<file path="src/rtl/reg_scoreboard.sv">
// Pending-write scoreboard: one saturating counter per architectural register, raised
// at issue and lowered at writeback. Decode stalls while a source or a saturated
// destination still has writes in flight.
module reg_scoreboard #(
    parameter int unsigned NUM_REGS = 8,
    parameter int unsigned IDX_W    = 3,
    parameter int unsigned CNT_W    = 2
) (
    input  logic                clk,
    input  logic                rst_n,
    input  logic                D_valid,
    input  logic [IDX_W-1:0]    D_src1_idx,
    input  logic                D_src1_use,
    input  logic [IDX_W-1:0]    D_src2_idx,
    input  logic                D_src2_use,
    input  logic [IDX_W-1:0]    D_dst_idx,
    input  logic                D_dst_we,
    input  logic                WB_valid,
    input  logic [IDX_W-1:0]    WB_dst_idx,
    input  logic                flush,
    output logic                D_stall,
    output logic                D_issue,
    output logic [NUM_REGS-1:0] pending_mask,
    output logic                sb_err
);

    localparam logic [CNT_W-1:0] CntMax  = '1;
    localparam logic [CNT_W-1:0] CntZero = '0;

    logic [CNT_W-1:0]    cnt_q [NUM_REGS];
    logic [CNT_W-1:0]    cnt_d [NUM_REGS];
    logic [NUM_REGS-1:0] pending_q, pending_d;
    logic                sb_err_q, sb_err_d;

    logic src1_haz, src2_haz, sat_haz;
    logic inc, dec;

    // Hazards look only at registered counters; a retire this cycle does not bypass.
    always_comb begin
        src1_haz = D_src1_use && (cnt_q[D_src1_idx] != CntZero);
        src2_haz = D_src2_use && (cnt_q[D_src2_idx] != CntZero);
        sat_haz  = D_dst_we && (cnt_q[D_dst_idx] == CntMax);
        D_stall  = D_valid && (src1_haz || src2_haz || sat_haz);
        D_issue  = D_valid && !D_stall;
    end

    always_comb begin
        inc       = 1'b0;
        dec       = 1'b0;
        pending_d = '0;
        for (int unsigned r = 0; r < NUM_REGS; r++) begin
            inc = D_issue && D_dst_we && (D_dst_idx == IDX_W'(r));
            dec = WB_valid && (WB_dst_idx == IDX_W'(r)) && (cnt_q[r] != CntZero);
            cnt_d[r] = cnt_q[r];
            if (flush) begin
                cnt_d[r] = CntZero;
            end else if (inc && !dec) begin
                cnt_d[r] = cnt_q[r] + 1'b1;
            end else if (dec && !inc) begin
                cnt_d[r] = cnt_q[r] - 1'b1;
            end
            pending_d[r] = (cnt_d[r] != CntZero);
        end
        sb_err_d = sb_err_q || (WB_valid && !flush && (cnt_q[WB_dst_idx] == CntZero));
    end

    always_ff @(posedge clk) begin
        if (!rst_n) begin
            for (int unsigned r = 0; r < NUM_REGS; r++) begin
                cnt_q[r] <= CntZero;
            end
            pending_q <= '0;
            sb_err_q  <= 1'b0;
        end else begin
            for (int unsigned r = 0; r < NUM_REGS; r++) begin
                cnt_q[r] <= cnt_d[r];
            end
            pending_q <= pending_d;
            sb_err_q  <= sb_err_d;
        end
    end

    assign pending_mask = pending_q;
    assign sb_err       = sb_err_q;

endmodule

</file>
<file path="config.mk">
export PLATFORM = sky130hd
export DESIGN_NAME = reg_scoreboard
export DESIGN_NICKNAME = d
export VERILOG_FILES = /design/src/rtl/reg_scoreboard.sv
export SDC_FILE = /design/constraint.sdc
export NUM_CORES = 1
export LEC_CHECK = 0
export BUFFER_PORTS_ARGS = -buffer_cell sky130_fd_sc_hd__buf_2
export CORE_UTILIZATION = 53
export CTS_BUF_LIST = sky130_fd_sc_hd__clkbuf_8 sky130_fd_sc_hd__clkbuf_16
export DETAILED_ROUTE_END_ITERATION = 6
export MAX_ROUTING_LAYER = met4
export PLACE_DENSITY = 0.88
export SYNTH_ARGS = -nofsm -noshare
export SYNTH_HDL_FRONTEND = slang
export SYNTH_SLANG_ARGS = --single-unit
</file>
<file path="constraint.sdc">
create_clock -name clk -period 2.03 [get_ports clk]
set_input_delay 0.406 -clock clk [delete_from_list [all_inputs] [get_ports clk]]
set_output_delay 0.406 -clock clk [all_outputs]
set_load 0.02 [all_outputs]
</file>
### Word-level counts from Yosys, hierarchy flattened

Memory sizes are Yosys's and may differ from the RTL's.
Cells that the tools add are included.

* equal/unequal tests: 15
* reductions and logical operators: 90
* $add $sub $neg: 16
* bitwise logic cells: 8
* multiplexer cells: 34

Operators with widths (number)
* $mux W2: 32
* $logic_and A1 B1 Y1: 48
* $reduce_bool A2 Y1: 18
* $eq A3 B3 Y1 const B: 8
* $logic_not A1 Y1: 18
* $add A2 B1 Y2 const B: 8
* $sub A2 B1 Y2 const B: 8
* $eq A3 B2 Y1 const B: 4
* $or A1 B1 Y1: 8
* $eq A3 B1 Y1 const B: 2
* $logic_not A3 Y1: 2
* $logic_or A1 B1 Y1: 3
* $eq A2 B2 Y1 const B: 1
* $logic_not A2 Y1: 1
* $mux W1: 2

* memory bits (writable): 16
* flip-flop bits (word level): 9
* logic and storage cells: 166
* output and inout port bits: 11
* memories kept: 1
* bits of input ports: 20

Memory list
* cnt_q: words 8, width 2, rd ports 12, clocked after Yosys merged registers in 0, wr ports 8, RTL line 30 `logic [CNT_W-1:0] cnt_q [NUM_REGS];`

### Depth between registers and ports, before layout

Gate-level depths: netlist of run 1.
An unclocked memory read counts as a cell.

* depth in word-level cells: 16
* gate-level depth with buffers: 9
* mapped depth without buffers: 8

### Worst setup path before layout of run 1

No wires, ideal clock.

* path type: in2out
* start point: input D_src1_idx[1]
* end point: output D_issue
* buffers on the path: 1
* data arrival time: 1.789 ns
* slack: -0.165 ns
* stages: 7
* required time: 1.624 ns
* cell sequence: or3b_2 a21oi_2 o22a_4 buf_6 nand3_1 a31oi_1 and2_1

* longest elaborated chain between the ends: 8

Ends and longest elaborated chain
* start: declaration: RTL line 12 `input logic [IDX_W-1:0] D_src1_idx,`
* $mem_v2 Z8 W2
* $reduce_bool A2 Y1: RTL line 40 `src1_haz = D_src1_use && (cnt_q[D_src1_idx] != CntZero);`
* $logic_and A1 B1 Y1: RTL line 40
* $logic_or A1 B1 Y1 (2 in a row): RTL line 43 `D_stall = D_valid && (src1_haz || src2_haz || sat_haz);`
* $logic_and A1 B1 Y1: RTL line 43
* $logic_not A1 Y1: RTL line 44 `D_issue = D_valid && !D_stall;`
* $logic_and A1 B1 Y1: RTL line 44
* end: declaration: RTL line 22 `output logic D_issue,`

No other way between the ends.

==> impl_metrics.toml, run 1 <==
[timing]
report.final.hold_viol_count = 0
relSlewSlack_pct = 61.7
min_period_over_period_pct = 118
setup_viol = 26
rsz0062_at_grt = "yes"
clock_skew_ns = 0.00748
fin_crit_ns = 2.40
slew_violations = 0
tns_ns = -5.31
setup_slack_ns = -0.373
tightest_slew_ns = 0.574
clock.fmax_mhz = 416

[finish]
stdcell_count = 456
multi_input_area_sq_mm = 0.00207
postLayoutCellArea_sq_mm = 0.00358
final_common_cell = "buf_4"
seq_area_sq_um = 526
drive_above_1_share_pct = 46.5
num-fill-cells = 194
nNetsFinal = 433
diodes = 0
area_growth_pct = 48.0
layout_common_cells = "buf_4, nand2_1, buf_2"
post-route-util_pct = 82.2

[detailed_routing]
met2_length_microns = 4930
wl_met3_microns = 2100
top_layer = "met4"
viasPerCell = 7.54
routed_wl_microns = 12100
vias = 3438
wl_met1_microns = 3680
first_pass_iters = 7
antenna_left = 0
wl_per_cell_microns = 26.5
first_iter_violations = 741
drc = 127

[run_status]
failed_checks = "design-rule violations, negative setup slack"
status = "complete, but fails checks"

[clock_network]
cts_buffer_depth = 2
path_clk_slew_ns = 0.09
cts.sinks = 25
root_buffer = "clkbuf_8"
h-tree-depth = 1
clock_latency_ns = 0.28
cts_tree = "built"
cts_buffers = 3

[power]
p_leak_nw = 1.45
p_per_area_mw_per_mm2 = 328
ir_drop_mv = 0.222

[worst_setup_path]
worst-path-max-fanout = 10
path_buf_inv = 2
crit_path_start = "cnt_q[0][0]$_SDFF_PN0_"
crit_top_cell = "buf_6"
crit_path_end_kind = "output pin"
max_stage_delay_ns = 0.38
critical_path_class = "register to output pin"
required_ns = 1.62
arrival_ns = 2.00
worstSetupStartpointType = "register"
path_delay_family = "simple AND/OR/NAND/NOR gates"
r2r_start = "cnt_q[0][0]$_SDFF_PN0_"
crit_chain = "nor4_2 > nor4b_2 > nand2_1 > buf_6 > nand3_4 > a31oi_4 > and2_4 > buf_6"
slowest_stage = "dfxtp_2"

[yosys]
synth-seq-cells = 25
ys.warnings.count = 0
synth_cell_type_count = 55
synthesis.nets = 331
ys_seq_area_share_pct = 20.7
synth_edf_count = 0
synthFlopType = "dfxtp_1"
syn-instance-count = 303
syn_area_sq_mm = 0.00242
async_reset_ff_share_pct = 0
postSynthAreaPerCell_sq_um = 7.98

[placement]
place.gp.congestion = 0.985
placed_cell_area_sq_mm = 0.00311
port_buffers = 30
place_ws_ns = -0.299
dpl.cell_count = 441
place_hpwl_microns = 6000

[floorplanning]
die_area_sq_mm = 0.00484
die_h_microns = 69.5
rows = 24
io_pins = 31
initial_core_util_pct = 55.5
die_w_microns = 69.5
core_area_sq_mm = 0.00435

[grt]
antenna_found_initial = 0
grt_max_degree = 19
grt_first_pass_wirelength_microns = 17100
grt_pass1_vias = 3341
grt-ovfl-total = 0
gr-usage-all-layers_pct = 46.8

[min_path]
hold_start = "rst_n"
hold_path.class = "primary input to register"

[job]
cap_violations = 0
==> power by group <==
| part | leakage (nW) | internal, W | switching [W] |
|---|---|---|---|
| clock network | 0.0255 | 0.000138 | 0.000186 |
| logic | 1.21 | 0.000151 | 0.000205 |
| registers | 0.210 | 0.000490 | 0.00000352 |
| total | 1.45 | 0.000779 | 0.000395 |
==> per-layer routing <==
layer,vias up,global-route usage [%]
li1,1311,-
met1,1483,49.1
met2,447,70.0
met3,197,18.0
met4,0,37.2
met5,-,-
==> cells by family after synthesis <==
family,share of synthesized area (%)
flops,20.7
xor+xnor,5.80
compound gates,16.5
buf+inv,4.81
mux,10.4
simple gates,37.7
fa+ha+maj,4.14
==> stage by stage <==
step           hold WS, ns  power (W)
6_report             0.390    0.00117
5_1_grt              0.397    0.00119
4_1_cts              0.377    0.00112
3_5_place_dp         0.485   0.000762
3_3_place_gp         0.444   0.000753
2_1_floorplan        0.458   0.000653
==> sequential cells by signal, summed over array words and instances, names as in the netlist <==
signal,cells
cnt_q,16
pending_mask,8
sb_err,1
==> cell type report <==
| type | count | area share (%) |
|---|---|---|
| well taps | 52 | 1.82 |
| clock inverters | 1 | 0.140 |
| flip-flops and latches | 25 | 14.7 |
| multi-input cells | 251 | 57.8 |
| clock buffers | 3 | 1.15 |
| inverters | 16 | 1.68 |
| repair buffers | 108 | 22.8 |
==> path summary, 6_finish.rpt <==
| kind | endpoint | slack [ns] | cells after the start |
|---|---|---|---|
| hold reg to reg | sb_err$_SDFF_PN0_ | 0.51 | 1 |
| setup / recovery | D_issue | -0.37 | 8 |
| hold / removal | sb_err$_SDFF_PN0_ | 0.39 | 2 |
| setup reg to reg | pending_mask[0]$_SDFF_PN0_ | -0.35 | 9 |
==> synth_stat cells (3+ instances only) <==
| master | instances | area (sq um) |
|---|---|---|
| nor2b_1 | 9 | 56.3 |
| a2111oi_0 | 4 | 35.0 |
| o31a_1 | 3 | 26.3 |
| nand3_1 | 8 | 40.0 |
| nand2b_1 | 11 | 68.8 |
| or3_1 | 6 | 37.5 |
| nor3_1 | 14 | 70.1 |
| dfxtp_1 | 25 | 500 |
| and2_1 | 6 | 37.5 |
| ha_1 | 8 | 100 |
| mux2_2 | 6 | 67.6 |
| buf_2 | 3 | 15.0 |
| inv_1 | 16 | 60.1 |
| nand3b_1 | 3 | 22.5 |
| o31ai_1 | 3 | 22.5 |
| nor4_1 | 6 | 37.5 |
| xnor2_1 | 13 | 114 |
| a31oi_1 | 4 | 25.0 |
| nor2_1 | 21 | 78.8 |
| clkbuf_1 | 4 | 15.0 |
| or2_2 | 7 | 43.8 |
| a21oi_1 | 18 | 90.1 |
| nand2_1 | 31 | 116 |
| and4_1 | 3 | 26.3 |
| xor2_1 | 3 | 26.3 |
| mux2i_1 | 16 | 160 |
| nor4b_1 | 4 | 35.0 |
| nand4_1 | 6 | 37.5 |
| nand4_2 | 6 | 75.1 |
==> what timing repair did <==
item / in CTS / in global routing
hold buffers: 0 / 0
resized for setup: 47 / 29
pin swaps: 21 / 9
setup buffers: 11 / 1
endpoints found under the setup margin: 22 / 27
No activity file was read; power rests on OpenSTA's default activity.
==> run 2, diff against run 1 <==
Settings changed: CORE_UTILIZATION 53 to 59, PLACE_DENSITY 0.88 to 0.92.
Clock period 2.03 ns to 2.7 ns, I/O delays scaled along.
==> run 2 against run 1 <==
The run now ends clean; worst hold slack improved by 0.081 ns; global-route usage shrank 16 points; die area shrank 9.9%; non-clock buffer count down 70; flip-flop and latch count stayed put; via count down 29%; sequential share of layout area increased by 3.9 points; utilization is 11 points lower; critical path type is now primary input to output pin.
==> impl_metrics.toml, run 2 (synthesized netlist as in run 1, its figures left out) <==
[finish]
drive_above_1_share_pct = 23.1
post-route-util_pct = 71.0
diodes = 0
layout_common_cells = "nand2_1, buf_2, dfxtp_1"
seq_area_sq_um = 500
num-fill-cells = 298
area_growth_pct = 11.5
largest_reg_flops = 16
regMostFlops = "cnt_q"
final_common_cell = "nand2_1"
multi_input_area_sq_mm = 0.00182
postLayoutCellArea_sq_mm = 0.00270
nNetsFinal = 363

[placement]
place_hpwl_microns = 4790
placed_cell_area_sq_mm = 0.00263
place.gp.congestion = 0.948
port_buffers = 30

[detailed_routing]
antenna_left = 0
first_pass_iters = 4
first_iter_violations = 173
vias = 2426
routed_wl_microns = 6170
viasPerCell = 6.35
drc = 0
wl_per_cell_microns = 16.1

[worst_setup_path]
critical_path_class = "primary input to output pin"
crit_top_cell = "buf_2"
r2r_start = "cnt_q[3][0]$_SDFF_PN0_"
r2r_slack_ns = 0.38
arrival_ns = 2.07
r2r_cells = 7
path_buf_inv = 2
r2r-end = "pending_mask[1]$_SDFF_PN0_"
path_delay_family = "simple AND/OR/NAND/NOR gates"
worst-path-max-fanout = 10
worstSetupStartpointType = "primary input"
slowest_stage = "or4_4"
required_ns = 2.16
crit_path_end_kind = "output pin"
max_stage_delay_ns = 0.55
crit_chain = "buf_2 > nand3b_1 > a21oi_1 > or4_4 > a31oi_2 > and2_1 > buf_2"

[clock_network]
clock_latency_ns = 0.28
cts.sinks = 25
path_clk_slew_ns = 0.10
cts_buffer_depth = 2
ctsHoldBuffers = 0
h-tree-depth = 1
root_buffer = "clkbuf_8"
cts_buffers = 3
cts_tree = "built"

[run_status]
status = "complete, no violations"

[power]
p_leak_nw = 1.03
p_per_area_mw_per_mm2 = 289
ir_drop_mv = 0.253
power_w = 0.000779

[grt]
grt_first_pass_wirelength_microns = 10100
grt_max_degree = 19
grt-ovfl-total = 0
antenna_found_initial = 0
grt_pass1_vias = 2218
gr-usage-all-layers_pct = 30.9

[timing]
fin_crit_ns = 2.61
rsz0062_at_grt = "no"
report.final.hold_viol_count = 0
tns_ns = 0
tightest_slew_ns = 0.833
setup_viol = 0
clock_skew_ns = 0.00290
relSlewSlack_pct = 44.5
min_period_over_period_pct = 96.5
clock.fmax_mhz = 384
slew_violations = 0

[floorplanning]
die_area_sq_mm = 0.00436
die_h_microns = 66.0
io_pins = 31
core_area_sq_mm = 0.00380
rows = 22
initial_core_util_pct = 63.6
die_w_microns = 66.0

[min_path]
hold_path.class = "register to register"
min_to = "sb_err$_SDFF_PN0_"
hold_start = "sb_err$_SDFF_PN0_"
min_path_cells = 1

[job]
cap_violations = 0
run 2: cell count changes in the layout (fill, tap and decap cells not counted), moves of 6 or more:
cell,before,now
buf_6,13,0
dfxtp_2,11,0
dfxtp_1,11,25
nand4_2,0,6
buf_4,65,8
nand4_4,6,0
a21oi_1,12,18
run 2: cell type report:
class / instances / share of cell area (%)
Clock buffer: 3 / 1.53
Clock inverter: 1 / 0.278
Inverter: 16 / 2.23
Multi-Input combinational cell: 251 / 67.4
Sequential cell: 25 / 18.6
Tap cell: 48 / 2.23
Timing Repair Buffer: 38 / 7.80
run 2: per-layer routing:
metal	routed length [microns]	global-route usage (%)	part of all wire (%)	vias up
met3	271	2.24	4.4	9
li1	-	-	-	1181
met1	2790	37.7	45	1145
met5	0	-	0	-
met2	3020	53.1	49	91
met4	83	11.2	1.3	0
run 2: how the worst max path moves through the flow:
stage	from	endpoint	slack, ns	cells after the start
after floorplan	D_src1_idx[1]	D_issue	0.24	7
after global placement	D_dst_idx[0]	D_issue	0.16	7
after CTS	D_dst_idx[0]	D_issue	0.07	7
final	D_dst_idx[0]	D_issue	0.09	7
after detailed placement	D_src1_idx[1]	pending_mask[0]$_SDFF_PN0_	0.1	8
after global routing	D_dst_idx[0]	D_issue	0.03	7
run 2: worst reg2reg max path: cells and delay by family (launching register included):
family,cells,cell delay [ns]
buf+inv,1,0.18
compound gates,3,0.98
simple gates,2,0.41
flops,1,0.45
xor+xnor,1,0.19
run 2: what timing repair did:
action | CTS | global route
endpoints found under the hold margin | 0 | 0
buffers inserted | 0 | 0
resized for setup | 0 | 3
setup endpoints to repair | 0 | 2
run 2: per-stage QoR:
step	hold slack (ns)	setup slack (ns)	cells
after CTS	0.475	0.0717	382
after global placement	0.446	0.163	378
after global routing	0.485	0.0298	382
after detailed placement	0.451	0.0988	378
after floorplan	0.458	0.237	303
final	0.471	0.0941	382
run 2: power by group:
group | switching (W) | leakage, nW | internal (W)
clock network | 0.000140 | 0.0217 | 0.000105
registers | 0.00000230 | 0.202 | 0.000371
logic | 0.0000973 | 0.812 | 0.0000625
==> run 3, diff against run 2 <==
Settings changed: CORE_UTILIZATION 59 to 53, PLACE_DENSITY 0.92 to 0.88, RECOVER_POWER set to 100.
Clock period 2.7 ns to 2.29 ns, I/O delays scaled along.
==> run 3 against run 2 <==
The flow now finishes with violations (negative setup slack); clock-buffer cell count is the same; register-to-register slack lost 0.43 ns; setup slack lost 0.24 ns; routed wire length grew 48%; global-route usage grew 1.6 points; clock power grew 18%; combinational power grew 72%; sequential power grew 16%; largest power group unchanged.
==> impl_metrics.toml, run 3 (synthesized netlist as in run 1, its figures left out) <==
[timing]
clock_skew_ns = 0.00756
min_period_over_period_pct = 106
setup_viol = 4
setup_slack_ns = -0.147
rsz0062_at_grt = "yes"
report.final.hold_viol_count = 0
slew_violations = 0
tightest_slew_ns = 0.922
relSlewSlack_pct = 38.6
clock.fmax_mhz = 410
fin_crit_ns = 2.44

[floorplanning]
io_pins = 31
die_w_microns = 69.5
initial_core_util_pct = 55.5
rows = 24
core_area_sq_mm = 0.00435
die_h_microns = 69.5
die_area_sq_mm = 0.00484

[finish]
diodes = 0
layout_common_cells = "buf_4, nand2_1, nor2_1"
nNetsFinal = 410
final_common_cell = "buf_4"
seq_area_sq_um = 527
stdcell_count = 433
largest_reg_flops = 16
postLayoutCellArea_sq_mm = 0.00321
post-route-util_pct = 73.6
regMostFlops = "cnt_q"
multi_input_area_sq_mm = 0.00191
num-fill-cells = 276
area_growth_pct = 32.6
drive_above_1_share_pct = 34.9

[grt]
gr-usage-all-layers_pct = 32.5
grt_first_pass_wirelength_microns = 12200
grt-ovfl-total = 0
grt_pass1_vias = 2645
antenna_found_initial = 0
grt_max_degree = 19

[placement]
place.gp.congestion = 0.995
port_buffers = 30
placed_cell_area_sq_mm = 0.00293
dpl.cell_count = 421
place_hpwl_microns = 5310

[detailed_routing]
first_pass_iters = 6
routed_wl_microns = 9110
drc = 0
wl_per_cell_microns = 21.0
viasPerCell = 6.91
antenna_left = 0
first_iter_violations = 420
vias = 2991

[worst_setup_path]
worst-path-max-fanout = 6
path_depth = 7
path_buf_inv = 1
crit_chain = "or3_4 > a21oi_2 > o22a_4 > nand3_4 > a31oi_4 > and2_4 > buf_6"
arrival_ns = 1.98
endpoint = "D_issue"
crit_path_end_kind = "output pin"
r2r_start = "cnt_q[0][1]$_SDFF_PN0_"
r2r-end = "pending_mask[4]$_SDFF_PN0_"
r2r_slack_ns = -0.05
required_ns = 1.83
crit_path_start = "cnt_q[0][1]$_SDFF_PN0_"
critical_path_class = "register to output pin"
worstSetupStartpointType = "register"
slowest_stage = "dfxtp_4"
max_stage_delay_ns = 0.38
r2r_cells = 8
path_delay_family = "simple AND/OR/NAND/NOR gates"

[min_path]
hold_path.class = "primary input to register"

[clock_network]
h-tree-depth = 1
cts_buffer_depth = 2
cts_tree = "built"
clock_latency_ns = 0.29
root_buffer = "clkbuf_8"
path_clk_slew_ns = 0.10
cts.sinks = 25
cts_buffers = 3
ctsHoldBuffers = 0

[run_status]
failed_checks = "negative setup slack"
status = "complete, but fails checks"

[power]
ir_drop_mv = 0.317
p_per_area_mw_per_mm2 = 312
power_w = 0.000999
p_leak_nw = 1.27

[job]
cap_violations = 0
==> run 3: area by class of cell <==
type / count / share of cell area (%)
timing repair buffer: 85 / 18.6
clock inverter: 1 / 0.234
clock buffer: 3 / 1.29
multi-input combinational: 251 / 59.5
sequential: 25 / 16.4
inverter: 16 / 1.87
tap: 52 / 2.03
==> run 3: per-stage QoR <==
stage,worst slack [ns],TNS (ns),hold WS [ns]
6_report,-0.147,-0.302,0.400
5_1_grt,-0.165,-1.01,0.396
4_1_cts,-0.0670,-0.0823,0.395
3_5_place_dp,-0.149,-1.01,0.458
3_3_place_gp,-0.125,-0.326,0.445
2_1_floorplan,0.0245,0,0.458
==> run 3: worst min-delay path by stage <==
stage,start,endpoint,cells past startpoint
finish,rst_n,sb_err$_SDFF_PN0_,2
global route,rst_n,sb_err$_SDFF_PN0_,2
CTS,rst_n,sb_err$_SDFF_PN0_,2
detailed placement,sb_err$_SDFF_PN0_,sb_err$_SDFF_PN0_,1
global placement,sb_err$_SDFF_PN0_,sb_err$_SDFF_PN0_,1
floorplan,cnt_q[7][0]$_SDFF_PN0_,pending_mask[7]$_SDFF_PN0_,1
==> run 3: per-layer routing <==
| layer | part of all wire (%) | GRT usage (%) |
|---|---|---|
| met2 | 46 | 55.9 |
| met4 | 7.4 | 19.3 |
| met5 | 0 | - |
| met3 | 11 | 5.67 |
| met1 | 35 | 34.7 |
==> run 3: repair_timing <==
| action | 4_1_cts | 5_1_grt |
|---|---|---|
| gates resized for setup | 16 | 30 |
| buffers inserted | 5 | 3 |
| pin swaps | 7 | 8 |
| endpoints found under the setup margin | 2 | 18 |
| cloned | 0 | 0 |
==> run 3: report_power, final <==
part,internal (W),switching (W)
Sequential,0.000432,0.00000272
Clock,0.000124,0.000163
Combinational,0.000121,0.000155
Total,0.000678,0.000321
